## src/rtl/ex_stage_md.sv

```systemverilog
// ex_stage_md: pipeline execute stage with operand forwarding, PC/immediate
// operand muxing, a combinational ALU and an iterative multiply/divide unit.
// Ports:
//   clk, rst_n                 clock, asynchronous active-low reset
//   valid_ex, flush_ex         live instruction / squash request
//   ALUCode_ex, MDEn_ex, MDCode_ex, ALUSrcA_ex, ALUSrcB_ex  decoded controls
//   Imm_ex, PC_ex, rs*Addr_ex, rs*Data_ex                   ID/EX operands
//   ALUResult_mem, RegWriteData_wb, rdAddr_*, RegWrite_*    forwarding sources
//   ALUResult_ex, MemWriteData_ex                           to EX/MEM
//   stall_ex                   holds the front end while the MD unit works
//   ForwardA, ForwardB         forwarding selects (00 regfile, 01 WB, 10 MEM)
module ex_stage_md #(
   parameter int XLEN  = 32,
   parameter int CNT_W = $clog2(XLEN) + 1
) (
   input  logic            clk,
   input  logic            rst_n,
   input  logic            valid_ex,
   input  logic            flush_ex,
   input  logic [3:0]      ALUCode_ex,
   input  logic            MDEn_ex,
   input  logic [2:0]      MDCode_ex,
   input  logic            ALUSrcA_ex,
   input  logic [1:0]      ALUSrcB_ex,
   input  logic [XLEN-1:0] Imm_ex,
   input  logic [XLEN-1:0] PC_ex,
   input  logic [4:0]      rs1Addr_ex,
   input  logic [4:0]      rs2Addr_ex,
   input  logic [XLEN-1:0] rs1Data_ex,
   input  logic [XLEN-1:0] rs2Data_ex,
   input  logic [XLEN-1:0] ALUResult_mem,
   input  logic [XLEN-1:0] RegWriteData_wb,
   input  logic [4:0]      rdAddr_mem,
   input  logic [4:0]      rdAddr_wb,
   input  logic            RegWrite_mem,
   input  logic            RegWrite_wb,
   output logic [XLEN-1:0] ALUResult_ex,
   output logic [XLEN-1:0] MemWriteData_ex,
   output logic            stall_ex,
   output logic [1:0]      ForwardA,
   output logic [1:0]      ForwardB
);

   localparam int SH_W = $clog2(XLEN);

   typedef enum logic [1:0] {S_IDLE = 2'd0, S_BUSY = 2'd1, S_DONE = 2'd2} md_state_t;

   md_state_t             r_state;
   logic [CNT_W-1:0]      r_cnt;
   logic [2:0]            r_op;
   logic                  r_neg;
   logic [XLEN-1:0]       r_opnd;
   logic [2*XLEN-1:0]     r_acc;
   logic [XLEN-1:0]       r_result;

   logic [1:0]            w_fwd_a_sel, w_fwd_b_sel;
   logic [XLEN-1:0]       w_fwd_a, w_fwd_b, w_op_a, w_op_b, w_alu;
   logic                  w_start, w_a_signed, w_b_signed, w_a_neg, w_b_neg, w_res_neg;
   logic [XLEN-1:0]       w_mag_a, w_mag_b;
   logic [XLEN:0]         w_mul_sum, w_rem_sh, w_rem_sub;
   logic [2*XLEN-1:0]     w_mul_next, w_div_next, w_step, w_step_neg;
   logic [XLEN-1:0]       w_q_neg, w_r_neg, w_fix;

   // Forwarding select: MEM result wins over WB, x0 is never forwarded.
   always_comb begin
      if (RegWrite_mem && (rdAddr_mem != 5'd0) && (rdAddr_mem == rs1Addr_ex)) begin
         w_fwd_a_sel = 2'b10;
      end else if (RegWrite_wb && (rdAddr_wb != 5'd0) && (rdAddr_wb == rs1Addr_ex)) begin
         w_fwd_a_sel = 2'b01;
      end else begin
         w_fwd_a_sel = 2'b00;
      end
      if (RegWrite_mem && (rdAddr_mem != 5'd0) && (rdAddr_mem == rs2Addr_ex)) begin
         w_fwd_b_sel = 2'b10;
      end else if (RegWrite_wb && (rdAddr_wb != 5'd0) && (rdAddr_wb == rs2Addr_ex)) begin
         w_fwd_b_sel = 2'b01;
      end else begin
         w_fwd_b_sel = 2'b00;
      end
   end

   // Forwarded register values and ALU operand muxes.
   always_comb begin
      case (w_fwd_a_sel)
         2'b10:   w_fwd_a = ALUResult_mem;
         2'b01:   w_fwd_a = RegWriteData_wb;
         default: w_fwd_a = rs1Data_ex;
      endcase
      case (w_fwd_b_sel)
         2'b10:   w_fwd_b = ALUResult_mem;
         2'b01:   w_fwd_b = RegWriteData_wb;
         default: w_fwd_b = rs2Data_ex;
      endcase
      if (ALUSrcA_ex) begin
         w_op_a = PC_ex;
      end else begin
         w_op_a = w_fwd_a;
      end
      case (ALUSrcB_ex)
         2'd0:    w_op_b = w_fwd_b;
         2'd1:    w_op_b = Imm_ex;
         2'd2:    w_op_b = XLEN'(4);
         default: w_op_b = {XLEN{1'b0}};
      endcase
   end

   // Single-cycle ALU; shift amount is the low log2(XLEN) bits of B.
   always_comb begin
      case (ALUCode_ex)
         4'd0:    w_alu = w_op_a + w_op_b;
         4'd1:    w_alu = w_op_a - w_op_b;
         4'd2:    w_alu = w_op_a << w_op_b[SH_W-1:0];
         4'd3:    w_alu = {{(XLEN-1){1'b0}}, ($signed(w_op_a) < $signed(w_op_b))};
         4'd4:    w_alu = {{(XLEN-1){1'b0}}, (w_op_a < w_op_b)};
         4'd5:    w_alu = w_op_a ^ w_op_b;
         4'd6:    w_alu = w_op_a >> w_op_b[SH_W-1:0];
         4'd7:    w_alu = XLEN'($signed(w_op_a) >>> w_op_b[SH_W-1:0]);
         4'd8:    w_alu = w_op_a | w_op_b;
         4'd9:    w_alu = w_op_a & w_op_b;
         4'd10:   w_alu = w_op_b;
         default: w_alu = {XLEN{1'b0}};
      endcase
   end

   // MD start: operand signedness, magnitudes and sign of the final result.
   // Divide-by-zero keeps the all-ones quotient un-negated; the remainder
   // always follows the dividend sign.
   always_comb begin
      w_start    = rst_n && valid_ex && MDEn_ex && !flush_ex;
      w_a_signed = (MDCode_ex == 3'd1) || (MDCode_ex == 3'd2) || (MDCode_ex == 3'd4) || (MDCode_ex == 3'd6);
      w_b_signed = (MDCode_ex == 3'd1) || (MDCode_ex == 3'd4) || (MDCode_ex == 3'd6);
      w_a_neg    = w_a_signed && w_fwd_a[XLEN-1];
      w_b_neg    = w_b_signed && w_fwd_b[XLEN-1];
      w_mag_a    = w_a_neg ? ({XLEN{1'b0}} - w_fwd_a) : w_fwd_a;
      w_mag_b    = w_b_neg ? ({XLEN{1'b0}} - w_fwd_b) : w_fwd_b;
      if (!MDCode_ex[2]) begin
         w_res_neg = w_a_neg ^ w_b_neg;
      end else if (MDCode_ex[1]) begin
         w_res_neg = w_a_neg;
      end else begin
         w_res_neg = (w_a_neg ^ w_b_neg) && (w_fwd_b != {XLEN{1'b0}});
      end
   end

   // One iteration: shift-add multiply (multiplier in the low half) or
   // restoring divide (remainder high, quotient low), then sign fixup.
   always_comb begin
      w_mul_sum  = {1'b0, r_acc[2*XLEN-1:XLEN]} + (r_acc[0] ? {1'b0, r_opnd} : {(XLEN+1){1'b0}});
      w_mul_next = {w_mul_sum, r_acc[XLEN-1:1]};
      w_rem_sh   = {r_acc[2*XLEN-1:XLEN], r_acc[XLEN-1]};
      w_rem_sub  = w_rem_sh - {1'b0, r_opnd};
      if (w_rem_sh >= {1'b0, r_opnd}) begin
         w_div_next = {w_rem_sub[XLEN-1:0], r_acc[XLEN-2:0], 1'b1};
      end else begin
         w_div_next = {w_rem_sh[XLEN-1:0], r_acc[XLEN-2:0], 1'b0};
      end
      w_step     = r_op[2] ? w_div_next : w_mul_next;
      w_step_neg = {(2*XLEN){1'b0}} - w_step;
      w_q_neg    = {XLEN{1'b0}} - w_step[XLEN-1:0];
      w_r_neg    = {XLEN{1'b0}} - w_step[2*XLEN-1:XLEN];
      case (r_op)
         3'd0:          w_fix = w_step[XLEN-1:0];
         3'd1, 3'd2, 3'd3: w_fix = r_neg ? w_step_neg[2*XLEN-1:XLEN] : w_step[2*XLEN-1:XLEN];
         3'd4, 3'd5:    w_fix = r_neg ? w_q_neg : w_step[XLEN-1:0];
         default:       w_fix = r_neg ? w_r_neg : w_step[2*XLEN-1:XLEN];
      endcase
   end

   // MD sequencer: IDLE -> BUSY (XLEN steps) -> DONE; flush aborts anywhere.
   always_ff @(posedge clk or negedge rst_n) begin
      if (!rst_n) begin
         r_state  <= S_IDLE;
         r_cnt    <= {CNT_W{1'b0}};
         r_op     <= 3'd0;
         r_neg    <= 1'b0;
         r_opnd   <= {XLEN{1'b0}};
         r_acc    <= {(2*XLEN){1'b0}};
         r_result <= {XLEN{1'b0}};
      end else begin
         case (r_state)
            S_IDLE: begin
               if (w_start) begin
                  r_state <= S_BUSY;
                  r_cnt   <= CNT_W'(XLEN);
                  r_op    <= MDCode_ex;
                  r_neg   <= w_res_neg;
                  if (MDCode_ex[2]) begin
                     r_acc  <= {{XLEN{1'b0}}, w_mag_a};
                     r_opnd <= w_mag_b;
                  end else begin
                     r_acc  <= {{XLEN{1'b0}}, w_mag_b};
                     r_opnd <= w_mag_a;
                  end
               end else begin
                  r_state <= S_IDLE;
               end
            end
            S_BUSY: begin
               if (flush_ex) begin
                  r_state <= S_IDLE;
               end else begin
                  r_acc <= w_step;
                  r_cnt <= r_cnt - CNT_W'(1);
                  if (r_cnt == CNT_W'(1)) begin
                     r_result <= w_fix;
                     r_state  <= S_DONE;
                  end else begin
                     r_state <= S_BUSY;
                  end
               end
            end
            S_DONE:  r_state <= S_IDLE;
            default: r_state <= S_IDLE;
         endcase
      end
   end

   assign stall_ex        = ((r_state == S_IDLE) && w_start) || ((r_state == S_BUSY) && !flush_ex);
   assign ALUResult_ex    = (r_state == S_DONE) ? r_result : w_alu;
   assign MemWriteData_ex = w_fwd_b;
   assign ForwardA        = w_fwd_a_sel;
   assign ForwardB        = w_fwd_b_sel;

endmodule

```

## config.mk

```make
export PLATFORM = sky130hd
export DESIGN_NAME = ex_stage_md
export DESIGN_NICKNAME = d
export VERILOG_FILES = /design/src/rtl/ex_stage_md.sv
export SDC_FILE = /design/constraint.sdc
export NUM_CORES = 1
export LEC_CHECK = 0
export CAP_MARGIN = 20
export CELL_PAD_IN_SITES_DETAIL_PLACEMENT = 0
export CELL_PAD_IN_SITES_GLOBAL_PLACEMENT = 2
export CORE_AREA = 3 3 278 280
export CTS_CLUSTER_SIZE = 20
export DETAILED_ROUTE_END_ITERATION = 6
export DIE_AREA = 0 0 281 283
export GPL_TIMING_DRIVEN = 1
export PLACE_DENSITY = 0.89
export SLEW_MARGIN = 20
export SYNTH_ARGS = -nofsm -noshare
export SYNTH_HDL_FRONTEND = slang
export SYNTH_SLANG_ARGS = --single-unit
```

## constraint.sdc

```tcl
create_clock -name clk -period 18 [get_ports clk]
set_clock_uncertainty 0.15 [all_clocks]
set_input_delay 2.7 -clock clk [delete_from_list [all_inputs] [get_ports clk]]
set_output_delay 2.7 -clock clk [all_outputs]
set_load 0.02 [all_outputs]
```

==> qor.yml, run 1 <==
hold_path:
  hold_path.class: "flop to flop"
drt:
  drtIter0Drc: 5063
  num_vias: 32920
  wirelength_um: 146600
  first_pass_iters: 7
  drc: 0
  viasPerCell: 6.577
  route.detailed.wl_per_inst_um: 29.28
  ant_nets: 0
sta:
  slew_headroom_pct: 17.67
  final.period_utilization_pct: 76.67
  setup_viol: 0
  max_slew.worst_pin.slew_ps: 1229
  fmaxAchievable_mhz: 72.46
  grt_setup_unrepaired: "no"
  period_needed_ps: 13800
  slew_violations: 0
  tns_ps: 0
  final_hold_viol_count: 0
clock_tree:
  numCtsBuffers: 17
  clockBufferDepth: 2
  hold_buffers: 0
  cts_tree: "built"
  clock_sinks: 140
  clk_latency_ps: 470
  htree_levels: 4
  postCtsSetupRepairBufs: 0
  root_buffer: "clkbuf_16"
  post_cts_resized: 0
  cts.clk_slew.worst_paths_ps: 60
place:
  dp.cells: 4965
  gp_congestion: 1.019
  dpl.hpwl_um: 115800
  place.port_buffers: 297
synth:
  yosys_register_bits: 140
  yosysUniqueCellTypes: 114
  syn_nets: 4293
  synthesis.area_um2: 26860
  syn-instance-count: 3889
  synth_edf_count: 0
  yosysSeqAreaShare_pct: 13.04
  synthArstFlopShare_pct: 100.0
  yosys_warnings: 0
  synth_ff_type: "dfrtp_1"
  avgSynthCellArea_um2: 6.906
critical_path:
  required_ps: 15150
  crit_slowest_cell: "clkdlybuf4s50_1"
  cp-end-kind: "primary output"
  critical_path_class: "input port to primary output"
  max_stage_delay_ps: 630
  startpoint_type: "input port"
  critical_path.top_delay_family: "compound AO/OA/AOI/OAI gates"
  critPathArrivalTime_ps: 10950
  cp.buffers_inverters: 6
  path_max_fanout: 46
grt:
  antenna_found_initial: 12
  grt_overflow_total: 0
  grtUsageTotal_pct: 35.03
  grt_start_max_net_pins: 84
  grt_pass1_wl_um: 209100
  grt_pass1_vias: 29460
floorplan:
  die_y_um: 283
  start_util_pct: 35.95
  ios: 298
  die_x_um: 281
  coreArea_um2: 74700
  die_area_um2: 79520
  rows: 100
layout:
  fin_nets: 4420
  area_growth_pct: 16.69
  final_layout_size_suffix_gt1_share_pct: 7.372
  fillers: 7830
  finalNonFillerCells: 5005
power_and_ir_drop:
  power.leakage_uw: 0.01296
  power.density_nw_per_um2: 119.0
  ir_drop_v: 0.00009173
status:
  outcome: "finished, final reports clean"
run:
  drv_cap: 0
layout make-up:
cell class	count	area, um2	area share, %
tap	969	1212	3.869
timing repair buffer	403	3760	12.00
sequential	140	3508	11.19
inverter	178	670.6	2.140
multi-input combinational	3276	21580	68.86
clock inverter	14	151.4	0.4831
antenna	7	17.52	0.05589
clock buffer	18	439.2	1.401
placed cells by master, fill, tap and decap left out, types with 18 or more instances in the layout:
| cell type | count |
|---|---|
| nand2_1 | 434 |
| nor2_1 | 397 |
| clkdlybuf4s50_1 | 294 |
| a21oi_1 | 285 |
| o21ai_0 | 260 |
| inv_1 | 171 |
| ha_1 | 171 |
| mux2i_1 | 154 |
| nor3_1 | 152 |
| dfrtp_1 | 138 |
| xnor2_1 | 106 |
| buf_4 | 106 |
| a31oi_1 | 80 |
| xor2_1 | 79 |
| nand3_1 | 74 |
| o31ai_1 | 73 |
| o221ai_1 | 67 |
| a21o_1 | 65 |
| a211oi_1 | 52 |
| nand4_1 | 44 |
| o22ai_1 | 44 |
| o211ai_1 | 41 |
| o21ai_1 | 38 |
| or3_1 | 37 |
| a22o_1 | 37 |
| nor4_1 | 35 |
| mux2_2 | 31 |
| o41ai_1 | 27 |
| nand2b_1 | 27 |
| a221oi_1 | 27 |
| and3_1 | 26 |
| a221o_1 | 26 |
| and2_1 | 25 |
| nor2b_1 | 22 |
| a22oi_1 | 22 |
| o21a_1 | 21 |
| or2_2 | 20 |
| o21bai_1 | 18 |
stage by stage:
stage               total power, uW  util (%)  cell area [um2]  hold WS, ps  worst slack [ps]
finish                         3730     41.95            31340        332.9              4199
global route                   3945     41.95            31340        350.0              3802
CTS                            3637     41.92            31310        336.6              4391
detailed placement             3257     41.13            30720        322.3              4409
global placement               3259     41.13            30720        315.0              4513
floorplan                      2342         -            26860        289.1              6848
report_power, final:
group | switching [uW] | internal (uW)
Combinational | 1800 | 968
Clock | 169 | 200
Sequential | 177 | 413
metal layers:
layer	up-vias	track usage, %	share of wire (%)
met5	-	0	0
met2	2004	50.43	42
met1	15880	50.99	43
li1	14720	-	-
met3	313	6.381	10
met4	0	14.13	4.7
registers in the layout, summed over array words and instances, names as in the netlist:
name,flops
r_op,3
r_opnd,32
r_cnt,6
r_neg,1
r_state,2
r_acc,64
r_result,32
cells by family (layout without fill, tap and decap cells):
| family | count (synthesis) | count (layout) | synth area share, % |
|---|---|---|---|
| AOI/OAI and AO/OA | 1361 | 1361 | 34.60 |
| xor gates and xnor gates | 185 | 185 | 6.033 |
| adders and majority gates | 175 | 175 | 8.265 |
| buffers and inverters | 473 | 613 | 7.044 |
| DFF | 140 | 140 | 13.04 |
| muxes | 190 | 190 | 7.426 |
| other | 0 | 7 | 0 |
| and+or+nand+nor | 1365 | 1365 | 23.59 |
cells in the mapped netlist, types with 27 or more instances:
cell / count / share of area (%)
nor4_1: 36 / 0.84
a221oi_1: 27 / 0.88
ha_1: 171 / 8.0
or3_1: 37 / 0.86
nor3_1: 155 / 2.9
a21o_1: 65 / 1.8
nand2_1: 439 / 6.1
nor2_1: 399 / 5.6
buf_2: 51 / 0.95
a211oi_1: 52 / 1.5
xor2_1: 79 / 2.6
inv_1: 171 / 2.4
o21ai_0: 261 / 4.9
clkbuf_1: 209 / 2.9
nand4_1: 44 / 1.0
a31oi_1: 80 / 1.9
o31ai_1: 73 / 2.0
o22ai_1: 44 / 1.0
nand3_1: 74 / 1.4
nand2b_1: 27 / 0.63
o221ai_1: 67 / 2.2
xnor2_1: 106 / 3.5
mux2_2: 31 / 1.3
dfrtp_1: 140 / 13
a22o_1: 37 / 1.2
o211ai_1: 41 / 1.1
a21oi_1: 286 / 5.3
mux2i_1: 154 / 5.7
o41ai_1: 35 / 1.1
o21ai_1: 37 / 0.69
worst register-to-register path, delay by kind of cell, from the launching register on:
| kind | cells | cell delay (ps) |
|---|---|---|
| fa+ha+maj | 1 | 450 |
| simple gates | 3 | 1140 |
| compound gates | 11 | 3200 |
| flops | 1 | 420 |
| buf+inv | 3 | 690 |
final timing paths:
check / cells after the start / slack (ps) / from / endpoint
setup / recovery: 26 / 4200 / rdAddr_mem[2] / ALUResult_ex[30]
hold / removal: 2 / 330 / r_result[8] / r_result[8]
setup reg to reg: 18 / 11800 / r_acc[0] / r_result[31]
hold reg to reg: 2 / 330 / r_result[8] / r_result[8]
max in group asynchronous: 2 / 14000 / rst_n / r_op[2]
min in group asynchronous: 1 / 2140 / rst_n / r_cnt[5]
No activity file was read; power rests on OpenSTA's default activity.
==> run 2: changes to the inputs <==
--- a/config.mk
+++ b/config.mk
@@ -8,12 +8,12 @@
 export CAP_MARGIN = 20
 export CELL_PAD_IN_SITES_DETAIL_PLACEMENT = 0
 export CELL_PAD_IN_SITES_GLOBAL_PLACEMENT = 2
-export CORE_AREA = 3 3 278 280
+export CORE_AREA = 3 3 304 306
 export CTS_CLUSTER_SIZE = 20
 export DETAILED_ROUTE_END_ITERATION = 6
-export DIE_AREA = 0 0 281 283
+export DIE_AREA = 0 0 307 309
 export GPL_TIMING_DRIVEN = 1
-export PLACE_DENSITY = 0.89
+export PLACE_DENSITY = 0.8
 export SLEW_MARGIN = 20
 export SYNTH_ARGS = -nofsm -noshare
 export SYNTH_HDL_FRONTEND = slang
==> constraint.sdc (replaced) <==
create_clock -name clk -period 12 [get_ports clk]
set_clock_uncertainty 0.15 [all_clocks]
set_input_delay 1.8 -clock clk [delete_from_list [all_inputs] [get_ports clk]]
set_output_delay 1.8 -clock clk [all_outputs]
set_load 0.02 [all_outputs]
==> qor.yml, run 2 (synthesis results as in run 1) <==
layout:
  reg_top3: "r_acc x64, r_opnd x32, r_result x32"
  regArea_um2: 3508  # unchanged
  area_growth_pct: 18.55
  fin_nets: 4442  # +0.50%
  final_layout_size_suffix_gt1_share_pct: 8.072  # +0.70 points
  largest_register_ffs: 64  # unchanged
  fillers: 9731  # +24%
  mostFrequentLayoutCell: "nand2_1"
  largest_register: "r_acc"
  multi_input_area_um2: 21630  # +0.22%
  finalNonFillerCells: 5240  # +4.7%
  mostFrequentLayoutCells: "433 x nand2_1, 397 x nor2_1, 289 x clkdlybuf4s50_1, 285 x a21oi_1, 260 x o21ai_0"
clock_tree:
  postCtsSetupRepairBufs: 0  # unchanged
  root_buffer: "clkbuf_16"
  hold_buffers: 0  # unchanged
  numCtsBuffers: 17  # unchanged
  clock_sinks: 140  # unchanged
  htree_levels: 4  # unchanged
  clk_latency_ps: 470  # about the same
  cts_tree: "built"
  cts.clk_slew.worst_paths_ps: 70  # about the same
  post_cts_resized: 0  # unchanged
  clockBufferDepth: 2  # unchanged
power_and_ir_drop:
  power.leakage_uw: 0.01310  # +1.1%
  power.density_nw_per_um2: 178.3  # +50%
  power_uw: 5677  # +52%
  ir_drop_v: 0.0001250  # +36%
grt:
  grt_pass1_vias: 30450  # +3.4%
  grtUsageTotal_pct: 30.73  # -4.3 points
  grt_start_max_net_pins: 84  # unchanged
  antenna_found_initial: 12  # unchanged
  grt_overflow_total: 0  # unchanged
  grt_pass1_wl_um: 217500  # +4.0%
place:
  gp_congestion: 1.022  # +0.25%
  pre_cts_ws_ps: 1008  # -3401 ps
  dpl.hpwl_um: 121700  # +5.1%
  dp.cells: 5195  # +4.6%
  place.port_buffers: 297  # unchanged
status:
  outcome: "finished, final reports clean"
critical_path:
  required_ps: 10050  # -5100 ps
  worst-r2r-cell-count: 21  # +3
  startpoint_type: "input port"
  critical_path_class: "input port to primary output"
  crit_slowest_cell: "o41ai_1"
  critPathArrivalTime_ps: 9260  # -1690 ps
  rrSetupSlack_ps: 5560  # -6240 ps
  reg2reg_from: "r_opnd[12]"
  path_max_fanout: 25  # -46%
  cp-end-kind: "primary output"
  startpoint: "rdAddr_mem[4]"
  max_stage_delay_ps: 900  # +270 ps
hold_path:
  whs_path_depth: 2  # unchanged
  hold_path.class: "flop to flop"
  hp-start: "r_result[21]"
floorplan:
  coreArea_um2: 89870  # +20%
  rows: 110  # +10%
  die_y_um: 309  # +9.2%
  start_util_pct: 29.88  # -6.1 points
  ios: 298  # unchanged
  die_area_um2: 94860  # +19%
  die_x_um: 307  # +9.3%
drt:
  ant_nets: 0  # unchanged
  first_pass_iters: 6  # -1
  viasPerCell: 6.202  # -5.7%
  drtIter0Drc: 4163  # -18%
  wirelength_um: 152300  # +3.9%
  drc: 0  # unchanged
  route.detailed.wl_per_inst_um: 29.06  # -0.74%
  num_vias: 32500  # -1.3%
sta:
  setup_viol: 0  # unchanged
  period_needed_ps: 11210
  tns_ps: 0  # unchanged
  fmaxAchievable_mhz: 89.18
  slew_headroom_pct: 23.43  # +5.8 points
  final_hold_viol_count: 0  # unchanged
  layout_setup_ws_ps: 786.5  # -3413 ps
  grt_setup_unrepaired: "no"
  final.period_utilization_pct: 93.45
  slew_violations: 0  # unchanged
  max_slew.worst_pin.slew_ps: 1137  # -92.58 ps
run:
  drv_cap: 0  # unchanged
## run 2: metrics by stage
stage,util (%),cell area [um2],hold WS [ps]
after detailed placement,34.70,31190,322.1
after global placement,34.69,31180,313.5
after global routing,35.41,31830,354.7
after CTS,35.39,31810,337.7
after floorplan,-,26860,289.1
final,35.43,31840,329.9
## run 2: worst paths after layout
kind | endpoint
worst max-delay path | ALUResult_ex[31]
worst min-delay path | r_result[21]
worst max register to register | r_result[4]
worst min register to register | r_result[21]
max in group asynchronous | r_op[2]
min in group asynchronous | r_cnt[4]
## run 2: final cells by class
cell class	count	share of cell area (%)
Clock inverter	15	0.6091
Tap cell	1176	4.621
Clock buffer	17	1.336
Inverter	178	2.106
Sequential cell	140	11.02
Multi-Input combinational cell	3276	67.93
Timing Repair Buffer	425	12.28
Antenna cell	13	0.1022
## run 2: power breakdown
group / internal [uW] / total, uW / switching [uW]
clock: 320 / 587 / 267
sequential: 618 / 896 / 277
combinational: 1460 / 4190 / 2730
total: 2400 / 5680 / 3270
## run 2: per-layer routing
layer / part of all wire, % / global-route usage (%) / wire [um]
met3: 8.9 / 6.121 / 13520
met4: 4.1 / 11.78 / 6300
met1: 45 / 43.84 / 68210
met2: 42 / 45.39 / 64250
met5: 0.014 / 0 / 22
## run 2: worst max-delay path, delay by kind of cell
family	cells	cell delay [ps]
XOR/XNOR	2	300
buffers and inverters	6	2340
AND/OR/NAND/NOR	5	770
AO/OA/AOI/OAI	11	3550
adder cells (fa/ha/maj)	1	470
